### config.mk
export PLATFORM = sky130hd
export DESIGN_NAME = regfile_writeback
export DESIGN_NICKNAME = d
export VERILOG_FILES = /design/src/rtl/wb_pkg.sv /design/src/rtl/wb_load_queue.sv /design/src/rtl/regfile_writeback.sv
export SDC_FILE = /design/constraint.sdc
export NUM_CORES = 1
export LEC_CHECK = 0
export CAP_MARGIN = 20
export CORE_MARGIN = 2
export CORE_UTILIZATION = 40
export CTS_BUF_LIST = sky130_fd_sc_hd__clkbuf_4
export CTS_CLUSTER_DIAMETER = 30
export CTS_CLUSTER_SIZE = 10
export DETAILED_ROUTE_END_ITERATION = 8
export SLEW_MARGIN = 20
export SYNTH_ARGS = -nofsm -noshare
export SYNTH_HDL_FRONTEND = slang
export SYNTH_SLANG_ARGS = --single-unit
### constraint.sdc
create_clock -name clk -period 5.5 [get_ports clk]
set_clock_uncertainty 0.1 [all_clocks]
set_input_delay 1.65 -clock clk [delete_from_list [all_inputs] [get_ports clk]]
set_output_delay 1.65 -clock clk [all_outputs]
set_load 0.05 [all_outputs]
### src/rtl/wb_pkg.sv
// Shared types and helpers for the register-file writeback controller.
package wb_pkg;
   localparam int XLEN       = 32;
   localparam int REG_ADDR_W = 5;

   typedef struct packed {
      logic [REG_ADDR_W-1:0] rd;
      logic [XLEN-1:0]       data;
   } wb_req_t;

   function automatic logic is_x0(input logic [REG_ADDR_W-1:0] r);
      return r == '0;
   endfunction
endpackage

### src/rtl/wb_load_queue.sv
// Synchronous FIFO of load responses awaiting a register-file write slot.
// DEPTH must be a power of two so the pointers wrap naturally.
module wb_load_queue
   import wb_pkg::*;
#(
   parameter int DEPTH = 4
) (
   input  logic                       clk,
   input  logic                       rst,
   input  logic                       push,
   input  wb_req_t                    push_req,
   input  logic                       pop,
   output wb_req_t                    head,
   output logic [$clog2(DEPTH+1)-1:0] count,
   output logic                       full,
   output logic                       empty
);
   localparam int PTR_W = $clog2(DEPTH);
   localparam int CNT_W = $clog2(DEPTH+1);

   wb_req_t            mem [DEPTH];
   logic [PTR_W-1:0]   wr_ptr;
   logic [PTR_W-1:0]   rd_ptr;
   logic               do_push;
   logic               do_pop;

   assign full    = (count == CNT_W'(DEPTH));
   assign empty   = (count == '0);
   assign do_push = push & ~full;
   assign do_pop  = pop & ~empty;
   assign head    = mem[rd_ptr];

   // Storage carries no reset; only pointers and count define validity.
   always_ff @(posedge clk) begin
      if (do_push) begin
         mem[wr_ptr] <= push_req;
      end
   end

   always_ff @(posedge clk or negedge rst) begin
      if (!rst) begin
         wr_ptr <= '0;
         rd_ptr <= '0;
         count  <= '0;
      end else begin
         if (do_push) begin
            wr_ptr <= wr_ptr + PTR_W'(1);
         end
         if (do_pop) begin
            rd_ptr <= rd_ptr + PTR_W'(1);
         end
         case ({do_push, do_pop})
            2'b10:   count <= count + CNT_W'(1);
            2'b01:   count <= count - CNT_W'(1);
            default: count <= count;
         endcase
      end
   end
endmodule

### src/rtl/regfile_writeback.sv
// Write-side controller for the 32x32 register file: merges ALU results with queued loads
// and tracks outstanding loads. Optional macro WB_LQ_PRIORITY_EN lets a full queue preempt the ALU.
module regfile_writeback #(
   parameter int XLEN     = 32,
   parameter int LQ_DEPTH = 4
) (
   input  logic                          clk,
   input  logic                          rst,
   input  logic                          alu_valid,
   input  logic [4:0]                    alu_rd,
   input  logic [XLEN-1:0]               alu_data,
   input  logic                          ld_issue,
   input  logic [4:0]                    ld_issue_rd,
   input  logic                          ld_valid,
   input  logic [4:0]                    ld_rd,
   input  logic [XLEN-1:0]               ld_data,
   output logic                          ld_ready,
   output logic                          write_en,
   output logic [4:0]                    rd,
   output logic [XLEN-1:0]               write_data,
   output logic [31:0]                   pending,
   output logic [$clog2(LQ_DEPTH+1)-1:0] lq_count,
   output logic                          alu_stall,
   output logic                          wb_err
);
   import wb_pkg::*;

   wb_req_t     push_req;
   wb_req_t     head;
   logic        push;
   logic        pop;
   logic        full;
   logic        empty;
   logic        stall;
   logic        alu_win;
   logic        err_now;
   logic [31:0] pending_nxt;

   wb_load_queue #(.DEPTH(LQ_DEPTH)) u_lq (
      .clk      (clk),
      .rst      (rst),
      .push     (push),
      .push_req (push_req),
      .pop      (pop),
      .head     (head),
      .count    (lq_count),
      .full     (full),
      .empty    (empty)
   );

   assign ld_ready = ~full;
   assign push     = ld_valid & ld_ready;
   assign push_req = '{rd: ld_rd, data: ld_data};

`ifdef WB_LQ_PRIORITY_EN
   assign stall = full;
`else
   assign stall = 1'b0;
`endif
   assign alu_stall = stall;

   // The queue only gets the port when the ALU has nothing real to write.
   assign alu_win = alu_valid & ~is_x0(alu_rd) & ~stall;
   assign pop     = ~alu_win & ~empty;

   always_comb begin
      pending_nxt = pending;
      if (pop) begin
         pending_nxt[head.rd] = 1'b0;
      end
      if (ld_issue && !is_x0(ld_issue_rd)) begin
         pending_nxt[ld_issue_rd] = 1'b1;
      end
   end

   // A discarded x0 load was never tracked, so its dequeue is not an error.
   always_comb begin
      err_now = 1'b0;
      if (ld_valid && !ld_ready) begin
         err_now = 1'b1;
      end
      if (ld_issue && !is_x0(ld_issue_rd) && pending[ld_issue_rd]) begin
         err_now = 1'b1;
      end
      if (alu_win && pending[alu_rd]) begin
         err_now = 1'b1;
      end
      if (pop && !is_x0(head.rd) && !pending[head.rd]) begin
         err_now = 1'b1;
      end
   end

   always_ff @(posedge clk or negedge rst) begin
      if (!rst) begin
         write_en   <= 1'b0;
         rd         <= '0;
         write_data <= '0;
         pending    <= '0;
         wb_err     <= 1'b0;
      end else begin
         pending <= pending_nxt;
         if (err_now) begin
            wb_err <= 1'b1;
         end
         if (alu_win) begin
            write_en   <= 1'b1;
            rd         <= alu_rd;
            write_data <= alu_data;
         end else if (pop && !is_x0(head.rd)) begin
            write_en   <= 1'b1;
            rd         <= head.rd;
            write_data <= head.data;
         end else begin
            write_en <= 1'b0;
         end
      end
   end
endmodule

==> metrics.md <==
| Metric | Value |
|---|---|
| Status | `finished clean` |
| Share of cells above drive strength 1 | `19.22%` |
| Antenna viol nets, final | `0` |
| Clk slew on worst S/H paths | `0.08 ns` |
| Initial DRC count | `359` |
| CTS Buffer Depth | `3` |
| Relative slew margins | `31.21%` |
| WHS | `0.4828 ns` |
| Lkg Pwr | `4.446 nW` |
| CTS tree | `built` |
| Vias per Instance | `5.344` |
| Critical Path RT | `5.93 ns` |
| Detail Placement HPWL | `14890 um` |
| Cell depth of the worst hold path | `2` |
| Fin crit period | `3.998 ns` |
| Post-route cell area | `12350 um^2` |
| # IOs | `160` |
| Crit-path max FO | `10` |
| H-tree depth | `2` |
| Arr. time, crit path | `4.43 ns` |
| Setup crit end kind | `flip-flop` |
| Cts bufs inserted | `45` |
| Wire per inst | `20.25 um` |
| Chip height | `159.5 um` |
| Slowest cell on crit path | `or4_1` |
| Post-synth EDFFs | `148` |
| Synth top area share | `45.94%` |
| Root Buffer | `clkbuf_4` |
| Startpoint types | `primary input` |
| Max-slew violation count | `0` |
| Ys async rst share | `34.51%` |
| Logic pwr share | `40.2%` |
| Setup Crit Path Kind | `primary input to flip-flop` |
| Area contributors post-synth | `edfxtp_1 46%, dfrtp_1 20%, mux4_2 13%` |
| Max-cap violation count | `0` |
| PwrDens | `577.6 nW/um^2` |
| Hold buffer count at CTS | `0` |
| Worst reg2reg endpoint | `write_data[20]` |
| RSZ-0062 raised after global routing | `no` |
| Routed vias | `6103` |
| Starting density of the core | `40.97%` |
| Post-synthesis cell type count | `44` |
| Initial antenna violation count | `0` |
| Worst-Skew Late Latency | `0.64 ns` |
| Area of the core | `23610 um^2` |
| Hold Path End | `write_data[4]` |
| Clk pwr share | `22.5%` |
| Largest net degree at the start of global routing | `79` |
| Total global routing track utilization | `18.26%` |
| Fillers | `1992` |
| Hold WC Path Type | `flip-flop to flip-flop` |
| CP Launch Point | `alu_rd[4]` |
| Synth Flop Type | `edfxtp_1` |
| Top cell by count, worst path | `xor2_1` |
| R2r setup slk | `2.11 ns` |
| Met3 WL | `2001 um` |
| CTS Sinks | `226` |
| Post-CTS Setup Bufs | `0` |
| Int Power | `4.387 mW` |
| Measured slew at the worst slew-check pin | `1.032 ns` |
| Post-CTS sizing | `0` |
| Area of placed instances | `11520 um^2` |
| Chip Width | `159.5 um` |
| Drt drc | `0` |
| Die footprint | `25450 um^2` |
| Fmax | `0.2501 GHz` |
| FF-to-FF Start | `u_lq.rd_ptr[1]` |
| Net Switching | `2.748 mW` |
| Initial DRT Pass Iterations | `6` |
| Highest routed layer | `met4` |
| VDD IR-drop max | `308.0 uV` |
| Critical path, cell by cell | `clkdlybuf4s50_1, or4_1, o21ai_4, o31a_1, ha_1, inv_1, fa_1, xor2_1, nor2_1, xor2_1` |
| #FFs+latches synth | `226` |
| Net Sw Frac | `38.51%` |
| Final WS setup | `1.502 ns` |
| Area delta synth->final | `27.69%` |
| Global route overflow | `0` |
| Count of endpoints failing setup in the final report | `0` |
| Rows | `56` |
| Met2 wire length | `11040 um` |
| Worst R2R Path Depth | `6` |
| Post-synthesis area per instance | `15.83 um^2` |
| Sum of negative setup slack | `0 ns` |
| First-pass GRT wire length | `36270 um` |
| Fin crit share | `72.69%` |
| CP max stage delay | `0.60 ns` |
| Hold Vio Cnt, Final | `0` |
| Worst Min Path Start | `write_data[4]` |
| Mapped Cells | `611` |
| Net count, final | `876` |
| Syn Std Cell Area | `9674 um^2` |
| Mapped Nets | `701` |
| Dominant cell type by area after synthesis | `edfxtp_1` |
| Seq pwr share | `37.3%` |
| Met1 WL | `9338 um` |
| Gp weighted congestion | `0.8696` |
| Routed wire length | `23130 um` |
| Pre-CTS setup slack | `0.8692 ns` |
| Vias in the first global route | `6517` |
| Core Util, Final | `52.32%` |
| Sequential share of the synthesized area | `66.11%` |
| Synth Warn # | `0` |
| I/O Buffers | `158` |
## worst max-delay path by stage
stage / end / slack (ns) / cells past startpoint
global route: u_lq.count[2] / 1.40 / 10
finish: u_lq.count[2] / 1.50 / 10
floorplan: u_lq.count[2] / 1.47 / 11
CTS: ld_ready / 1.52 / 3
detailed placement: wb_err / 0.87 / 6
global placement: wb_err / 0.90 / 6
## cell usage after synthesis (6+ instances only)
| cell | n |
|---|---|
| a21oi_1 | 39 |
| nand3_1 | 6 |
| o21ai_0 | 67 |
| clkbuf_1 | 21 |
| nand2_1 | 14 |
| nor2b_1 | 6 |
| nand2b_1 | 9 |
| nor2_1 | 45 |
| edfxtp_1 | 148 |
| mux2i_1 | 45 |
| mux4_2 | 57 |
| inv_1 | 8 |
| dfrtp_1 | 78 |
## layout by cell type, fill, tap and decap left out, types with 6 or more instances in the layout
cell type,synthesis,final
nand2b_1,9,9
mux2i_1,45,45
mux4_2,57,57
inv_1,8,8
dfrtp_1,78,76
nor2b_1,6,6
nor2_1,45,45
clkbuf_4,0,52
nand2_1,14,14
a21oi_1,39,39
nand3_1,6,6
clkinv_2,0,10
clkinv_1,0,6
bufinv_16,0,10
clkdlybuf4s50_1,0,157
edfxtp_1,148,148
o21ai_0,67,67
## state kept, by name, indices dropped and copies added (netlist names)
| register | cells |
|---|---|
| wb_err | 1 |
| write_data | 32 |
| u_lq.count | 3 |
| u_lq.mem | 148 |
| write_en | 1 |
| u_lq.wr_ptr | 2 |
| pending | 32 |
| rd | 5 |
| u_lq.rd_ptr | 2 |
## kinds of logic after synthesis
kind of cell / count (synthesis) / synth area share, %
fa+ha+maj: 6 / 0.8536
simple gates: 99 / 4.954
flops: 226 / 66.11
mux: 107 / 18.51
other cells: 1 / 0.03876
buf+inv: 44 / 2.224
xor+xnor: 6 / 0.5433
compound gates: 122 / 6.764
## critical path, delay by kind of cell
| family | cells | cell delay, ns |
|---|---|---|
| XOR/XNOR | 2 | 0.30 |
| AO/OA/AOI/OAI | 2 | 0.55 |
| adder cells (fa/ha/maj) | 2 | 0.62 |
| buffers and inverters | 2 | 0.59 |
| AND/OR/NAND/NOR | 2 | 0.71 |
## routing by layer
layer  up-vias  track usage [%]
met5         -                0
met3        60            6.095
met4         0            7.355
met1      3017            22.57
met2       263            29.69
li1       2763                -
## power groups by stage
| stage | clock (mW) | sequential [mW] | combinational [mW] |
|---|---|---|---|
| 3_3_place_gp | 0 | 2.67 | 2.84 |
| 4_1_cts | 1.65 | 2.67 | 2.89 |
| 2_1_floorplan | 0 | 3.23 | 1.36 |
| 5_1_grt | 1.74 | 2.72 | 3.04 |
| 3_5_place_dp | 0 | 2.70 | 2.87 |
| 6_report | 1.61 | 2.66 | 2.87 |
## metrics by stage
step / total power, mW / instances
after global placement: 5.516 / 1057
final: 7.135 / 1142
after CTS: 7.210 / 1140
after detailed placement: 5.570 / 1057
after floorplan: 4.591 / 611
after global routing: 7.507 / 1141
## layout make-up
class	count	area (um^2)	area share, %
Antenna cell	1	2.502	0.02026
Clock buffer	52	390.4	3.160
Clock inverter	31	411.6	3.332
Inverter	8	30.03	0.2431
Multi-Input combinational cell	341	3080	24.94
Sequential cell	226	6399	51.80
Tap cell	319	399.1	3.231
Timing Repair Buffer	164	1640	13.28
Note: power is estimated with default switching activity, not from simulation.
